File: src/rtl/prg_mem_loader_if.sv
// Signal bundle for the program-RAM front end: byte-stream loader, word bus and RAM port.
// The slave modport is the loader's view; master is the view of whatever drives it.
interface prg_mem_loader_if #(
   parameter int ADDR_WIDTH = 12,
   parameter int NB_COL     = 4,
   parameter int COL_WIDTH  = 8
);
   localparam int DW = NB_COL * COL_WIDTH;

   logic                  ld_start;
   logic [ADDR_WIDTH-1:0] ld_base_addr;
   logic                  ld_byte_valid;
   logic [COL_WIDTH-1:0]  ld_byte_data;
   logic                  ld_last;
   logic                  ld_byte_ready;
   logic                  ld_busy;
   logic                  ld_done;
   logic [ADDR_WIDTH:0]   ld_word_cnt;

   logic                  wb_stb_i;
   logic                  wb_we_i;
   logic [ADDR_WIDTH-1:0] wb_adr_i;
   logic [NB_COL-1:0]     wb_sel_i;
   logic [DW-1:0]         wb_dat_i;
   logic [DW-1:0]         wb_dat_o;
   logic                  wb_ack_o;

   logic [NB_COL-1:0]     mem_we;
   logic [ADDR_WIDTH-1:0] mem_addr;
   logic [DW-1:0]         mem_wdata;
   logic [DW-1:0]         mem_rdata;

   modport slave (
      input  ld_start, ld_base_addr, ld_byte_valid, ld_byte_data, ld_last,
      output ld_byte_ready, ld_busy, ld_done, ld_word_cnt,
      input  wb_stb_i, wb_we_i, wb_adr_i, wb_sel_i, wb_dat_i,
      output wb_dat_o, wb_ack_o,
      output mem_we, mem_addr, mem_wdata,
      input  mem_rdata
   );

   modport master (
      output ld_start, ld_base_addr, ld_byte_valid, ld_byte_data, ld_last,
      input  ld_byte_ready, ld_busy, ld_done, ld_word_cnt,
      output wb_stb_i, wb_we_i, wb_adr_i, wb_sel_i, wb_dat_i,
      input  wb_dat_o, wb_ack_o,
      input  mem_we, mem_addr, mem_wdata,
      output mem_rdata
   );
endinterface

File: src/rtl/prg_mem_loader.sv
// Program-RAM front end: packs a byte stream into little-endian words at auto-incrementing
// addresses, and shares the single RAM port with a word bus that is served only when idle.
//
// state    | meaning
// ---------+-------------------------------------------------------------
// ST_IDLE  | no load; bus requests served, ld_done pulses on first cycle
// ST_LOAD  | accepting stream bytes, writing each completed word
// ST_FLUSH | last byte taken; final (possibly partial) word being written
module prg_mem_loader #(
   parameter int ADDR_WIDTH = 12,
   parameter int NB_COL     = 4,
   parameter int COL_WIDTH  = 8
) (
   input  logic             clock,
   input  logic             reset_n,
   prg_mem_loader_if.slave  bus
);
   localparam int DW = NB_COL * COL_WIDTH;
   localparam int CW = (NB_COL > 1) ? $clog2(NB_COL) : 1;
   localparam logic [CW-1:0] COL_LAST = CW'(NB_COL - 1);

   typedef enum logic [1:0] {ST_IDLE, ST_LOAD, ST_FLUSH} state_t;

   state_t                state_q, state_d;
   logic [CW-1:0]         col_q, col_d;
   logic [DW-1:0]         buf_q, buf_d;
   logic [ADDR_WIDTH-1:0] base_q, base_d;
   logic [ADDR_WIDTH:0]   cnt_q, cnt_d;
   logic                  wr_pend_q, wr_pend_d;
   logic [NB_COL-1:0]     wr_mask_q, wr_mask_d;
   logic [DW-1:0]         wr_data_q, wr_data_d;
   logic                  ack_q, ack_d;
   logic                  done_q, done_d;

   logic                  byte_ready;
   logic                  bus_acc;
   logic [ADDR_WIDTH-1:0] ld_addr;
   logic [DW-1:0]         word_in;
   logic [NB_COL-1:0]     fill_mask;
   logic [NB_COL-1:0]     mem_we;
   logic [ADDR_WIDTH-1:0] mem_addr;
   logic [DW-1:0]         mem_wdata;

   always_ff @(posedge clock or negedge reset_n) begin
      if (!reset_n) begin
         state_q   <= ST_IDLE;
         col_q     <= '0;
         buf_q     <= '0;
         base_q    <= '0;
         cnt_q     <= '0;
         wr_pend_q <= 1'b0;
         wr_mask_q <= '0;
         wr_data_q <= '0;
         ack_q     <= 1'b0;
         done_q    <= 1'b0;
      end else begin
         state_q   <= state_d;
         col_q     <= col_d;
         buf_q     <= buf_d;
         base_q    <= base_d;
         cnt_q     <= cnt_d;
         wr_pend_q <= wr_pend_d;
         wr_mask_q <= wr_mask_d;
         wr_data_q <= wr_data_d;
         ack_q     <= ack_d;
         done_q    <= done_d;
      end
   end

   // Columns 0..col_q are filled once the incoming byte lands in col_q.
   always_comb begin
      fill_mask = '0;
      for (int i = 0; i < NB_COL; i++) begin
         fill_mask[i] = (CW'(i) <= col_q);
      end
   end

   always_comb begin
      state_d    = state_q;
      col_d      = col_q;
      buf_d      = buf_q;
      base_d     = base_q;
      cnt_d      = cnt_q;
      wr_pend_d  = 1'b0;
      wr_mask_d  = wr_mask_q;
      wr_data_d  = wr_data_q;
      ack_d      = 1'b0;
      done_d     = 1'b0;
      byte_ready = 1'b0;
      bus_acc    = 1'b0;

      ld_addr = base_q + cnt_q[ADDR_WIDTH-1:0];
      word_in = buf_q;
      word_in[int'(col_q)*COL_WIDTH +: COL_WIDTH] = bus.ld_byte_data;

      // The word count advances as each buffered word reaches the RAM.
      if (wr_pend_q) begin
         cnt_d = cnt_q + 1'b1;
      end

      case (state_q)
         ST_IDLE: begin
            if (bus.ld_start) begin
               state_d = ST_LOAD;
               cnt_d   = '0;
               col_d   = '0;
               buf_d   = '0;
               base_d  = bus.ld_base_addr;
            end else if (bus.wb_stb_i && !ack_q) begin
               bus_acc = 1'b1;
               ack_d   = 1'b1;
            end
         end
         ST_LOAD: begin
            byte_ready = 1'b1;
            if (bus.ld_byte_valid) begin
               if ((col_q == COL_LAST) || bus.ld_last) begin
                  wr_pend_d = 1'b1;
                  wr_data_d = word_in;
                  wr_mask_d = fill_mask;
                  col_d     = '0;
                  buf_d     = '0;
               end else begin
                  buf_d = word_in;
                  col_d = col_q + 1'b1;
               end
               if (bus.ld_last) begin
                  state_d = ST_FLUSH;
               end
            end
         end
         ST_FLUSH: begin
            state_d = ST_IDLE;
            done_d  = 1'b1;
         end
         default: begin
            state_d = ST_IDLE;
         end
      endcase
   end

   // Pending loader writes only exist outside IDLE, so they never collide with a bus access.
   always_comb begin
      mem_we    = '0;
      mem_addr  = (state_q == ST_IDLE) ? bus.wb_adr_i : ld_addr;
      mem_wdata = bus.wb_dat_i;
      if (wr_pend_q) begin
         mem_we    = wr_mask_q;
         mem_wdata = wr_data_q;
      end else if (bus_acc && bus.wb_we_i) begin
         mem_we = bus.wb_sel_i;
      end
   end

   assign bus.mem_we        = mem_we;
   assign bus.mem_addr      = mem_addr;
   assign bus.mem_wdata     = mem_wdata;
   assign bus.ld_byte_ready = byte_ready;
   assign bus.ld_busy       = (state_q != ST_IDLE);
   assign bus.ld_done       = done_q;
   assign bus.ld_word_cnt   = cnt_q;
   assign bus.wb_ack_o      = ack_q;
   assign bus.wb_dat_o      = ack_q ? bus.mem_rdata : '0;
endmodule

File: src/flat_wrapper.sv
// flat-port wrapper written by rule: the top's interface ports become plain ports
module prg_mem_loader_flat 
#(
   parameter int ADDR_WIDTH = 12,
   parameter int NB_COL     = 4,
   parameter int COL_WIDTH  = 8
)
  (clock, reset_n, bus_ld_start, bus_ld_base_addr, bus_ld_byte_valid, bus_ld_byte_data, bus_ld_last, bus_ld_byte_ready, bus_ld_busy, bus_ld_done, bus_ld_word_cnt, bus_wb_stb_i, bus_wb_we_i, bus_wb_adr_i, bus_wb_sel_i, bus_wb_dat_i, bus_wb_dat_o, bus_wb_ack_o, bus_mem_we, bus_mem_addr, bus_mem_wdata, bus_mem_rdata);
  prg_mem_loader_if #(.ADDR_WIDTH(ADDR_WIDTH), .NB_COL(NB_COL), .COL_WIDTH(COL_WIDTH)) bus_i ();
  input  logic clock;
  input  logic reset_n;
  input wire logic [$bits(bus_i.ld_start)-1:0] bus_ld_start;
  input wire logic [$bits(bus_i.ld_base_addr)-1:0] bus_ld_base_addr;
  input wire logic [$bits(bus_i.ld_byte_valid)-1:0] bus_ld_byte_valid;
  input wire logic [$bits(bus_i.ld_byte_data)-1:0] bus_ld_byte_data;
  input wire logic [$bits(bus_i.ld_last)-1:0] bus_ld_last;
  output wire logic [$bits(bus_i.ld_byte_ready)-1:0] bus_ld_byte_ready;
  output wire logic [$bits(bus_i.ld_busy)-1:0] bus_ld_busy;
  output wire logic [$bits(bus_i.ld_done)-1:0] bus_ld_done;
  output wire logic [$bits(bus_i.ld_word_cnt)-1:0] bus_ld_word_cnt;
  input wire logic [$bits(bus_i.wb_stb_i)-1:0] bus_wb_stb_i;
  input wire logic [$bits(bus_i.wb_we_i)-1:0] bus_wb_we_i;
  input wire logic [$bits(bus_i.wb_adr_i)-1:0] bus_wb_adr_i;
  input wire logic [$bits(bus_i.wb_sel_i)-1:0] bus_wb_sel_i;
  input wire logic [$bits(bus_i.wb_dat_i)-1:0] bus_wb_dat_i;
  output wire logic [$bits(bus_i.wb_dat_o)-1:0] bus_wb_dat_o;
  output wire logic [$bits(bus_i.wb_ack_o)-1:0] bus_wb_ack_o;
  output wire logic [$bits(bus_i.mem_we)-1:0] bus_mem_we;
  output wire logic [$bits(bus_i.mem_addr)-1:0] bus_mem_addr;
  output wire logic [$bits(bus_i.mem_wdata)-1:0] bus_mem_wdata;
  input wire logic [$bits(bus_i.mem_rdata)-1:0] bus_mem_rdata;
  assign bus_i.ld_start = bus_ld_start;
  assign bus_i.ld_base_addr = bus_ld_base_addr;
  assign bus_i.ld_byte_valid = bus_ld_byte_valid;
  assign bus_i.ld_byte_data = bus_ld_byte_data;
  assign bus_i.ld_last = bus_ld_last;
  assign bus_ld_byte_ready = bus_i.ld_byte_ready;
  assign bus_ld_busy = bus_i.ld_busy;
  assign bus_ld_done = bus_i.ld_done;
  assign bus_ld_word_cnt = bus_i.ld_word_cnt;
  assign bus_i.wb_stb_i = bus_wb_stb_i;
  assign bus_i.wb_we_i = bus_wb_we_i;
  assign bus_i.wb_adr_i = bus_wb_adr_i;
  assign bus_i.wb_sel_i = bus_wb_sel_i;
  assign bus_i.wb_dat_i = bus_wb_dat_i;
  assign bus_wb_dat_o = bus_i.wb_dat_o;
  assign bus_wb_ack_o = bus_i.wb_ack_o;
  assign bus_mem_we = bus_i.mem_we;
  assign bus_mem_addr = bus_i.mem_addr;
  assign bus_mem_wdata = bus_i.mem_wdata;
  assign bus_i.mem_rdata = bus_mem_rdata;
  prg_mem_loader #(.ADDR_WIDTH(ADDR_WIDTH), .NB_COL(NB_COL), .COL_WIDTH(COL_WIDTH)) u_core (.clock(clock), .reset_n(reset_n), .bus(bus_i));
endmodule
File: config.mk
export PLATFORM = sky130hd
export DESIGN_NAME = prg_mem_loader_flat
export DESIGN_NICKNAME = d
export VERILOG_FILES = /design/src/rtl/prg_mem_loader_if.sv /design/src/rtl/prg_mem_loader.sv /design/src/flat_wrapper.sv
export SDC_FILE = /design/constraint.sdc
export NUM_CORES = 1
export LEC_CHECK = 0
export CORE_ASPECT_RATIO = 0.5
export CORE_MARGIN = 2
export CORE_UTILIZATION = 45
export DETAILED_ROUTE_END_ITERATION = 8
export PLACE_DENSITY = 0.88
export REMOVE_ABC_BUFFERS = 1
export SETUP_SLACK_MARGIN = 0.2
export SLEW_MARGIN = 20
export SYNTH_ARGS = -nofsm -noshare
export SYNTH_HDL_FRONTEND = slang
export SYNTH_SLANG_ARGS = --single-unit
File: constraint.sdc
create_clock -name clock -period 2.75 [get_ports clock]
set_input_delay 0.4125 -clock clock [delete_from_list [all_inputs] [get_ports clock]]
set_output_delay 0.4125 -clock clock [all_outputs]
set_load 0.005 [all_outputs]
== After elaboration in Yosys (flattened, before gate mapping) ==
Index checks and enable logic that the tools add are counted.

* Shifts and indexed selects: 2
* $lt $le $gt $ge: 4
* Reductions and logical operators: 11
* Div/mod/pow operators: 0
* Eq/ne operators: 6
* Multipliers: 0
* Add/subtract/negate cells: 4
* Bitwise operators: 0
* Mux-type cells: 29

{| class="wikitable"
|+ Operators by type and width
! kind !! count
|-
| 32-bit two-way mux || 5
|-
| 32-bit one-hot mux with 2 select lines || 1
|-
| 13-bit two-way mux || 3
|-
| 5-bit negator with 33-bit output || 1
|-
| 8-bit by 33-bit variable shift with 32-bit output (first input constant) || 1
|-
| 8-bit by 33-bit indexed part select with 32-bit output || 1
|-
| 32-bit bitwise mux || 1
|-
| 13-bit by 1-bit adder with 13-bit output (second input constant) || 1
|-
| 12-bit adder || 1
|-
| 12-bit two-way mux || 1
|-
| 2-bit two-way mux || 6
|-
| 3-bit AND reduction || 3
|-
| 1-bit two-way mux || 8
|-
| 4-bit two-way mux || 2
|-
| 2-bit one-hot mux with 2 select lines || 2
|-
| 2-bit inequality test (second input constant) || 3
|-
| 2-bit == test (second input constant) || 2
|-
| 1-bit by 2-bit less-or-equal comparator with 1-bit output (first input constant) || 2
|-
| 2-bit less-or-equal comparator (first input constant) || 2
|-
| 2-bit nonzero test || 2
|-
| 2-bit by 1-bit adder with 2-bit output (second input constant) || 1
|-
| 2-bit by 1-bit == test with 1-bit output (second input constant) || 1
|-
| 1-bit logical AND || 2
|-
| 2-bit zero test || 1
|-
| other kinds (3) || 3
|}

* ROM bits: 0
* Word-level logic and storage cells: 66
* Bits in latches: 0
* Memories: 0
* Output and inout bits: 97
* Bits in writable memories: 0
* Flip-flop bits (word level): 100

== Logic depth before layout (Yosys ltp) ==
Gate-level depths: netlist (run 1).

* Word-level depth: 8
* Depth in mapped cells: 8

== Worst setup path before layout (run 1) ==
OpenSTA, ideal clock, no wires.

* Path type: register to output
* Start point: register u_core.cnt_q[0] (netlist: u_core.bus.ld_word_cnt[0])
* End point: output port bus_mem_addr[10]
* Required time: 2.338 ns
* Stages on the path, launching flop included: 9
* Arrival: 1.893 ns
* Path buffers: 0
* Slack: 0.445 ns
* Cell sequence: dfrtp_1 -> ha_1 -> inv_1 -> fa_1 -> nor2b_1 -> o31ai_2 -> a21oi_1 -> or3_1 -> a31o_2

* Word-level cells in the longest chain between the ends: 2

{| class="wikitable"
|+ Ends and longest elaborated chain
! item !! RTL line !! RTL
|-
| from (decl) || prg_mem_loader.sv:28 || <nowiki>logic [ADDR_WIDTH:0] cnt_q, cnt_d;</nowiki>
|-
| from (signal assigned) || prg_mem_loader.sv:61 || <nowiki>cnt_q <= cnt_d;</nowiki>
|-
| 12-bit adder || prg_mem_loader.sv:92 || <nowiki>ld_addr = base_q + cnt_q[ADDR_WIDTH-1:0];</nowiki>
|-
| 12-bit two-way mux || prg_mem_loader.sv:145 || <nowiki>mem_addr = (state_q == ST_IDLE) ? bus.wb_adr_i : ld_addr;</nowiki>
|-
| to (decl) || flat_wrapper.sv:29 || <nowiki>output wire logic [$bits(bus_i.mem_addr)-1:0] bus_mem_addr;</nowiki>
|}

Every way passes these cells.

== Final worst setup path (run 1) ==
* Start point: register u_core.base_q[0]
* End point: output port bus_mem_addr[10]

* Word-level cells in the longest chain between the ends: 2

{| class="wikitable"
|+ Ends and longest elaborated chain
! item !! RTL line !! RTL
|-
| from (decl) || prg_mem_loader.sv:27 || <nowiki>logic [ADDR_WIDTH-1:0] base_q, base_d;</nowiki>
|-
| from (signal assigned) || prg_mem_loader.sv:60 || <nowiki>base_q <= base_d;</nowiki>
|-
| 12-bit adder || prg_mem_loader.sv:92 ||
|-
| 12-bit two-way mux || prg_mem_loader.sv:145 ||
|}

Every way passes these cells.

==> results_tabular.tex, run 1 <==
\begin{tabular}{lr}
\hline
Metric & Value \\
\hline
\multicolumn{2}{l}{\textbf{Status}} \\
Result of the run & finished with violations \\
Failing checks & negative setup slack \\
\multicolumn{2}{l}{\textbf{CTS}} \\
TritonCTS Buffers & 9 \\
Number of H-tree levels & 3 \\
Hold-fix buffer count after cts & 0 \\
Register clock-pin slew on the reported worst setup and hold paths & $\sim$0.07 ns \\
Max Buffers Root-to-Sink & 2 \\
Root buffer cell & sky130\_fd\_sc\_hd\_\_clkbuf\_16 \\
Number of sinks on the clock net & 100 \\
TritonCTS clock tree & yes \\
Insertion delay to the later sink of the worst-skew pair & roughly 0.35 ns \\
\multicolumn{2}{l}{\textbf{Worst setup path}} \\
Worst path required time & 2.34 ns \\
Crit path DAT & approximately 2.4 ns \\
Critical setup path kind & flip-flop to output pin \\
Largest driver fanout on the critical path & 2 \\
Worst stage delay on the critical path & approximately 0.4 ns \\
Slack of the worst reg-to-reg path & roughly 0.4 ns \\
Sort of element at the start of the critical path & flip-flop \\
Family with the most delay on the worst path & compound AO/OA/AOI/OAI gates \\
Worst Path Buf+Inv & 3 \\
Master of the slowest instance on the critical path & sky130\_fd\_sc\_hd\_\_dfrtp\_1 \\
Cell-by-cell trace of the critical path & ha\_2 > inv\_2 > fa\_2 > nor2b\_4 > o31ai\_4 > buf\_4 > a21oi\_2 > or3\_1 > a31o\_2 > buf\_2 \\
Element type at the critical path end & output pin \\
Critical Path Source & u\_core.base\_q[0] \\
Worst reg2reg path startpoint & u\_core.col\_q[0] \\
\multicolumn{2}{l}{\textbf{Run}} \\
Max capacitance violation total & 0 \\
\multicolumn{2}{l}{\textbf{Floorplan}} \\
Die extent in x & 161.4 um \\
Full die area & about 13000 um\^{}2 \\
IO Pins & around 200 \\
\# rows & 28 \\
Core Box Area & 11950 um\^{}2 \\
Die Y-Extent & 82.72 um \\
Initial standard-cell utilization of the core & 0.4668 \\
\multicolumn{2}{l}{\textbf{GRT}} \\
Overall routing resource usage & 0.2513 \\
First-pass GRT wire length & about 27000 um \\
Initial antenna violation count & 0 \\
Pin count of the biggest net entering global routing & 50 \\
GRT Residual Overflow & 0 \\
Number of global-route vias before repair & about 5200 \\
\multicolumn{2}{l}{\textbf{STA}} \\
Setup Skew & $\sim$0.012 ns \\
Final WS setup & -0.01877 ns \\
Hold Vio Cnt, Final & 0 \\
Final slew viol count & 0 \\
Clock period minus final worst setup slack & 2.769 ns \\
Worst-Margin Slew & about 0.63 ns \\
Fin crit share & 1.007 \\
Final setup violation count & 1 \\
Maximum operating frequency & 361.2 MHz \\
Headroom to the max-slew limit & 0.5813 \\
Setup repair after global routing missed its margin & yes \\
\multicolumn{2}{l}{\textbf{Power}} \\
Worst IR Drop VDD & 406.8 uV \\
Leak pwr & between 3 and 4 nW \\
Design Power & 0.005779 W \\
Power per cell area & between 600 and 700 nW/um\^{}2 \\
\multicolumn{2}{l}{\textbf{Yosys}} \\
Prevailing post-synth register cell & sky130\_fd\_sc\_hd\_\_dfrtp\_1 \\
Post-Synthesis Mean Instance Area & 9.940 um\^{}2 \\
Number of storage elements in the synthesis netlist & 100 \\
Fraction of registers with async set or reset after synthesis & 1.000 \\
Number of enable-type register cells in the synthesized netlist & 0 \\
Yosys warnings & 0 \\
Unique cell type count in the Yosys netlist & around 50 \\
Number of instances in the synthesized netlist & about 560 \\
Post-synthesis cell area & $\sim$5600 um\^{}2 \\
Part of the Yosys area used for sequential elements & 0.4487 \\
\multicolumn{2}{l}{\textbf{Routing}} \\
Remaining number of nets flagged by the antenna check after routing & 0 \\
Routed wire per std cell & about 17 um \\
Per-cell via count in the routed design & 5.320 \\
Total number of vias & just over 5000 \\
First-iteration detailed-routing DRC count & 280 \\
Number of remaining DRC errors & 0 \\
Total wire length & $\sim$17000 um \\
DR pass1 iterations & 4 \\
\multicolumn{2}{l}{\textbf{Cells and area}} \\
Number of diodes added for antenna fixing & 0 \\
Number of filler instances in the final layout & slightly above 800 \\
Relative area change from synthesis to final layout & 51.65\% \\
Number of nets in the layout & approximately 910 \\
Share of final-layout standard cells stronger than drive strength 1 & 0.1977 \\
Design area & about 8500 um\^{}2 \\
Final non-filler cell total & between 900 and 1000 \\
Utilization after layout & 0.7079 \\
\multicolumn{2}{l}{\textbf{Placed design}} \\
Total half-perimeter wirelength after legalization and detailed placement & approximately 12000 um \\
Number of cells after detailed placement & $\sim$920 \\
Pre-CTS setup slack & -0.04067 ns \\
Final estimated routing congestion in global placement & between 0.8 and 0.9 \\
Placed inst area & slightly below 8000 um\^{}2 \\
Port Buffer Count & approximately 200 \\
\multicolumn{2}{l}{\textbf{Worst hold path}} \\
Hold Crit Class & input port to asynchronous set/reset pin \\
\hline
\end{tabular}
==> cell usage after synthesis, types with 2 or more instances <==
| library cell | instances | area (um^2) |
|---|---|---|
| sky130_fd_sc_hd__xnor2_1 | 6 | 52.55 |
| sky130_fd_sc_hd__xor2_1 | 10 | 87.58 |
| sky130_fd_sc_hd__nand2b_1 | 2 | 12.51 |
| sky130_fd_sc_hd__buf_4 | 3 | 22.52 |
| sky130_fd_sc_hd__or3_1 | 6 | 37.54 |
| sky130_fd_sc_hd__buf_1 | 8 | 30.03 |
| sky130_fd_sc_hd__a21o_1 | 4 | 30.03 |
| sky130_fd_sc_hd__nand3_1 | 3 | 15.01 |
| sky130_fd_sc_hd__ha_1 | 19 | 237.7 |
| sky130_fd_sc_hd__and2_1 | 36 | 225.2 |
| sky130_fd_sc_hd__nor4b_4 | 2 | 47.55 |
| sky130_fd_sc_hd__a22o_1 | 36 | 315.3 |
| sky130_fd_sc_hd__nor2b_1 | 34 | 212.7 |
| sky130_fd_sc_hd__a31o_2 | 2 | 17.52 |
| sky130_fd_sc_hd__o21ai_0 | 47 | 235.2 |
| sky130_fd_sc_hd__mux2_2 | 43 | 484.2 |
| sky130_fd_sc_hd__nand4_1 | 4 | 25.02 |
| sky130_fd_sc_hd__a21oi_1 | 50 | 250.2 |
| sky130_fd_sc_hd__buf_2 | 8 | 40.04 |
| sky130_fd_sc_hd__clkbuf_1 | 17 | 63.81 |
| sky130_fd_sc_hd__inv_1 | 7 | 26.28 |
| sky130_fd_sc_hd__nor2_1 | 20 | 75.07 |
| sky130_fd_sc_hd__mux2i_1 | 3 | 30.03 |
| sky130_fd_sc_hd__o21ai_2 | 5 | 43.79 |
| sky130_fd_sc_hd__dfrtp_1 | 100 | 2502 |
| sky130_fd_sc_hd__inv_2 | 2 | 7.510 |
| sky130_fd_sc_hd__and3_1 | 6 | 37.54 |
| sky130_fd_sc_hd__nand2_1 | 55 | 206.5 |
==> final timing paths <==
path / to / depth (start not counted)
max: bus_mem_addr[10] / 10
min reg2reg: u_core.bus.wb_ack_o / 1
max reg2reg: u_core.buf_q[0] / 6
min: u_core.bus.ld_word_cnt[1] / 1
max in group asynchronous: u_core.bus.ld_word_cnt[9] / 2
min in group clock: u_core.bus.wb_ack_o / 2
==> metrics by stage <==
stage               hold slack, ns   TNS, ns
floorplan                   0.1169         0
global placement            0.4437         0
detailed placement          0.4505  -0.04067
CTS                        0.09722  -0.07137
global route                0.1234   -0.1454
finish                     0.07627  -0.01877
==> cells in the final DEF (no fill, tap or decap), types with 2 or more instances in the layout <==
master / n
sky130_fd_sc_hd__inv_1: 6
sky130_fd_sc_hd__nand3_1: 3
sky130_fd_sc_hd__inv_6: 5
sky130_fd_sc_hd__a21oi_2: 3
sky130_fd_sc_hd__ha_1: 9
sky130_fd_sc_hd__xnor2_1: 5
sky130_fd_sc_hd__buf_2: 8
sky130_fd_sc_hd__buf_4: 40
sky130_fd_sc_hd__nand4_1: 4
sky130_fd_sc_hd__ha_2: 2
sky130_fd_sc_hd__mux2_2: 43
sky130_fd_sc_hd__dfrtp_2: 3
sky130_fd_sc_hd__nor2_1: 19
sky130_fd_sc_hd__nor2b_1: 33
sky130_fd_sc_hd__nor4b_4: 3
sky130_fd_sc_hd__nand2_1: 55
sky130_fd_sc_hd__a21oi_1: 47
sky130_fd_sc_hd__or3_1: 6
sky130_fd_sc_hd__xor2_1: 10
sky130_fd_sc_hd__dlymetal6s2s_1: 4
sky130_fd_sc_hd__and2_1: 36
sky130_fd_sc_hd__mux2i_1: 3
sky130_fd_sc_hd__and3_1: 6
sky130_fd_sc_hd__nand2b_1: 2
sky130_fd_sc_hd__ha_4: 8
sky130_fd_sc_hd__clkbuf_16: 9
sky130_fd_sc_hd__dlygate4sd2_1: 2
sky130_fd_sc_hd__dfrtp_1: 96
sky130_fd_sc_hd__o21ai_2: 6
sky130_fd_sc_hd__a22o_1: 36
sky130_fd_sc_hd__inv_2: 2
sky130_fd_sc_hd__a21o_1: 4
sky130_fd_sc_hd__clkdlybuf4s50_1: 187
sky130_fd_sc_hd__o21ai_0: 45
==> per-layer routing <==
metal	GRT usage	wire, um
met1	0.3162	6943
met4	0.05893	176
met3	0.04046	777
met2	0.4641	8656
met5	0	0
==> area by class of cell <==
| cell class | instances | area [um^2] | share of cell area |
|---|---|---|---|
| clock inverter | 6 | 62.56 | 0.007398 |
| timing repair buffer | 243 | 2305 | 0.2725 |
| clock buffer | 10 | 229.0 | 0.02708 |
| multi-input combinational | 416 | 3105 | 0.3672 |
| inverter | 9 | 38.79 | 0.004586 |
| tap | 165 | 206.4 | 0.02441 |
| sequential | 100 | 2510 | 0.2968 |
==> state kept, by name, summed over array words and instances, names as in the netlist <==
signal and cells:
u_core.wr_pend_q 1, u_core.bus.wb_ack_o 1, u_core.buf_q 32, u_core.wr_data_q 32
u_core.bus.ld_done 1, u_core.wr_mask_q 4, u_core.state_q 2, u_core.base_q 12
u_core.col_q 2, u_core.bus.ld_word_cnt 13
==> power breakdown <==
part / internal, W / leakage (nW) / switching (W)
registers: 0.00170 / 1.34 / 0.000231
logic: 0.00136 / 2.19 / 0.00124
clock network: 0.000642 / 0.143 / 0.000606
total: 0.00371 / 3.68 / 0.00207
==> timing repair <==
action / in CTS / in global routing
gates resized for setup: 60 / 23
pin swaps: 17 / 14
setup endpoints to repair: 45 / 13
gates cloned: 0 / 0
setup buffers: 10 / 7
==> cells by family (layout without fill, tap and decap cells) <==
logic type,Yosys count,in the layout,synth area share
AOI/OAI and AO/OA,157,157,0.1790
and+or+nand+nor,177,177,0.1746
buffers and inverters,45,268,0.03411
DFF,100,100,0.4487
xor gates and xnor gates,16,16,0.02513
adders and majority gates,20,20,0.04622
muxes,46,46,0.09221
No activity file was read; power rests on OpenSTA's default activity.
==> run 2, diff against run 1 <==
--- a/config.mk
+++ b/config.mk
@@ -9,7 +9,7 @@
 export CORE_MARGIN = 2
 export CORE_UTILIZATION = 45
 export DETAILED_ROUTE_END_ITERATION = 8
-export PLACE_DENSITY = 0.88
+export PLACE_DENSITY = 0.81
 export REMOVE_ABC_BUFFERS = 1
 export SETUP_SLACK_MARGIN = 0.2
 export SLEW_MARGIN = 20
==> run 2 against run 1 <==
Net effect:
- the flow finishes with violations (negative hold slack)
- die area is the same
- setup slack better by 0.034 ns
- clock skew is essentially flat
- critical path depth unchanged
==> results_tabular.tex, run 2 (synthesized netlist as in run 1, its figures left out) <==
\begin{tabular}{lr}
\hline
Metric & Value \\
\hline
\multicolumn{2}{l}{\textbf{CTS}} \\
Number of sinks on the clock net & 100 (unchanged) \\
Root buffer cell & sky130\_fd\_sc\_hd\_\_clkbuf\_16 \\
Insertion delay to the later sink of the worst-skew pair & 0.35 ns (about the same) \\
Max Buffers Root-to-Sink & 2 (unchanged) \\
TritonCTS Buffers & 9 (unchanged) \\
TritonCTS clock tree & yes \\
Hold-fix buffer count after cts & 0 (unchanged) \\
Number of H-tree levels & 3 (unchanged) \\
Register clock-pin slew on the reported worst setup and hold paths & 0.07 ns (about the same) \\
\multicolumn{2}{l}{\textbf{Power}} \\
Design Power & 0.005735 W (-0.75\%) \\
Worst IR Drop VDD & 406.0 uV (-0.20\%) \\
Power per cell area & 680.8 nW/um\^{}2 (-0.37\%) \\
Leak pwr & 3.663 nW (-0.39\%) \\
\multicolumn{2}{l}{\textbf{Routing}} \\
Top Metal Used & met4 \\
Routed length on met1 & 7213 um (+3.9\%) \\
Per-cell via count in the routed design & 5.241 (-1.5\%) \\
Total wire length & 16210 um (-2.1\%) \\
First-iteration detailed-routing DRC count & 284 (+1.4\%) \\
Number of remaining DRC errors & 0 (unchanged) \\
Met2 layer wire length in the routed design & 8070 um (-6.8\%) \\
Total number of vias & 4932 (-2.3\%) \\
Routed wire per std cell & 17.23 um (-1.2\%) \\
DR pass1 iterations & 5 (+1) \\
Detailed route wirelength on metal3 & 729 um (-6.2\%) \\
Remaining number of nets flagged by the antenna check after routing & 0 (unchanged) \\
\multicolumn{2}{l}{\textbf{STA}} \\
Fin crit share & 0.9946 (-0.01219) \\
Headroom to the max-slew limit & 0.4858 (-0.09558) \\
Final slew viol count & 0 (unchanged) \\
Clock period minus final worst setup slack & 2.735 ns (-0.03352 ns) \\
Setup Skew & 0.01133 ns (-0.0004582 ns) \\
Setup repair after global routing missed its margin & yes \\
Smallest hold slack & -0.01503 ns (-0.09129 ns) \\
Final setup violation count & 0 (-1) \\
Maximum operating frequency & 365.6 MHz (+1.2\%) \\
Hold Vio Cnt, Final & 25 (+25) \\
Worst-Margin Slew & 0.7684 ns (+0.1405 ns) \\
\multicolumn{2}{l}{\textbf{Cells and area}} \\
Number of diodes added for antenna fixing & 0 (unchanged) \\
Commonest cells after routing, fill and taps aside & sky130\_fd\_sc\_hd\_\_clkdlybuf4s50\_1 (186), sky130\_fd\_sc\_hd\_\_dfrtp\_1 (95), sky130\_fd\_sc\_hd\_\_nand2\_1 (55) \\
Commonest non-fill, non-tap cell in the layout & sky130\_fd\_sc\_hd\_\_clkdlybuf4s50\_1 \\
Share of final-layout standard cells stronger than drive strength 1 & 0.1907 (-0.006982) \\
Number of nets in the layout & 898 (-0.88\%) \\
Design area & 8424 um\^{}2 (-0.38\%) \\
Relative area change from synthesis to final layout & 51.07\% \\
\multicolumn{2}{l}{\textbf{Floorplan}} \\
IO Pins & 204 (unchanged) \\
Die extent in x & 161.4 um (unchanged) \\
\# rows & 28 (unchanged) \\
Die Y-Extent & 82.72 um (unchanged) \\
Full die area & 13350 um\^{}2 (unchanged) \\
Initial standard-cell utilization of the core & 0.4668 (unchanged) \\
Core Box Area & 11950 um\^{}2 (unchanged) \\
\multicolumn{2}{l}{\textbf{Worst hold path}} \\
Hold Crit Class & input port to asynchronous set/reset pin \\
\multicolumn{2}{l}{\textbf{Worst setup path}} \\
Family with the most delay on the worst path & adder cells \\
Crit path DAT & 2.32 ns (-0.04 ns) \\
Element type at the critical path end & output pin \\
Worst stage delay on the critical path & 0.37 ns (-0.03 ns) \\
Master of the slowest instance on the critical path & sky130\_fd\_sc\_hd\_\_fa\_2 \\
Critical setup path kind & flip-flop to output pin \\
Largest driver fanout on the critical path & 2 (unchanged) \\
Worst path required time & 2.34 ns (about the same) \\
Sort of element at the start of the critical path & flip-flop \\
Worst Path Buf+Inv & 3 (unchanged) \\
Cell-by-cell trace of the critical path & ha\_2 > inv\_2 > fa\_2 > nor2b\_4 > o31ai\_4 > buf\_4 > a21oi\_2 > nor3\_1 > o31ai\_1 > buf\_2 \\
\multicolumn{2}{l}{\textbf{Placed design}} \\
Final estimated routing congestion in global placement & 0.8881 (+0.12\%) \\
Placed inst area & 7868 um\^{}2 (+0.22\%) \\
Total half-perimeter wirelength after legalization and detailed placement & 11310 um (-1.8\%) \\
Port Buffer Count & 203 (unchanged) \\
\multicolumn{2}{l}{\textbf{Status}} \\
Failing checks & negative hold slack \\
Result of the run & finished with violations \\
\multicolumn{2}{l}{\textbf{GRT}} \\
Number of global-route vias before repair & 4909 (-6.0\%) \\
Overall routing resource usage & 0.2431 (-0.008235) \\
GRT Residual Overflow & 0 (unchanged) \\
Pin count of the biggest net entering global routing & 47 (-6.0\%) \\
Initial antenna violation count & 0 (unchanged) \\
First-pass GRT wire length & 25540 um (-4.1\%) \\
\multicolumn{2}{l}{\textbf{Run}} \\
Max capacitance violation total & 0 (unchanged) \\
\hline
\end{tabular}
## run 2: per-stage QoR
step | hold slack [ns] | util | cells | setup slack, ns | setup TNS [ns]
after global routing | 0.003797 | 0.7052 | 941 | -0.03962 | -0.03962
final | -0.01503 | 0.7052 | 941 | 0.01476 | 0
after detailed placement | 0.3711 | 0.6586 | 915 | -0.006640 | -0.006640
after global placement | 0.3638 | 0.6586 | 915 | 0.02757 | 0
after floorplan | 0.1169 | - | 525 | 0.4288 | 0
after CTS | 0.0008133 | 0.6953 | 939 | 0.03222 | 0
## run 2: power by group
group / switching [W] / internal [W] / total, W
combinational: 0.00124 / 0.00134 / 0.00258
clock: 0.000608 / 0.000642 / 0.00125
sequential: 0.000203 / 0.00170 / 0.00191
total: 0.00205 / 0.00369 / 0.00574
## run 2: repair_timing
action / in CTS / in global routing
hold endpoints to repair: 0 / 0
endpoints found under the setup margin: 14 / 14
buffers inserted: 8 / 2
gates resized for setup: 50 / 30
pin swaps: 16 / 7
## run 2: worst paths after layout
| kind | from | end | slack [ns] | depth (start not counted) |
|---|---|---|---|---|
| worst max-delay path | u_core.base_q[0] | bus_mem_addr[8] | 0.01 | 10 |
| worst min-delay path | reset_n | u_core.bus.ld_word_cnt[4] | -0.02 | 1 |
| worst max register to register | u_core.col_q[0] | u_core.buf_q[5] | 0.43 | 6 |
| worst min register to register | u_core.wr_data_q[8] | u_core.wr_data_q[8] | 0.48 | 2 |
| max in group asynchronous | reset_n | u_core.state_q[1] | 2.02 | 2 |
| min in group clock | u_core.wr_data_q[8] | u_core.wr_data_q[8] | 0.48 | 2 |
## run 2: area by class of cell
cell class / instances / area, um^2
Fill cell: 882 / 3522
Multi-Input combinational cell: 416 / 3100
Sequential cell: 100 / 2509
Timing Repair Buffer: 235 / 2283
Clock buffer: 10 / 229.0
Tap cell: 165 / 206.4
Clock inverter: 6 / 62.56
Inverter: 9 / 33.78
## run 2: metal layers
metal  global-route usage  vias to the layer above
met1               0.3171                     2415
met5                    0                        -
met4              0.04554                        0
met3              0.04745                       22
li1                     -                     2384
met2               0.4321                      111
==> run 3, diff against run 2 <==
--- a/config.mk
+++ b/config.mk
@@ -5,6 +5,7 @@
 export SDC_FILE = /design/constraint.sdc
 export NUM_CORES = 1
 export LEC_CHECK = 0
+export ABC_CLOCK_PERIOD_IN_PS = 2750
 export CORE_ASPECT_RATIO = 0.5
 export CORE_MARGIN = 2
 export CORE_UTILIZATION = 45
@@ -12,7 +13,6 @@
 export PLACE_DENSITY = 0.81
 export REMOVE_ABC_BUFFERS = 1
 export SETUP_SLACK_MARGIN = 0.2
-export SLEW_MARGIN = 20
 export SYNTH_ARGS = -nofsm -noshare
 export SYNTH_HDL_FRONTEND = slang
 export SYNTH_SLANG_ARGS = --single-unit
==> results of run 3 <==
The final DEF is identical to that of run 2; final timing and power are the same.
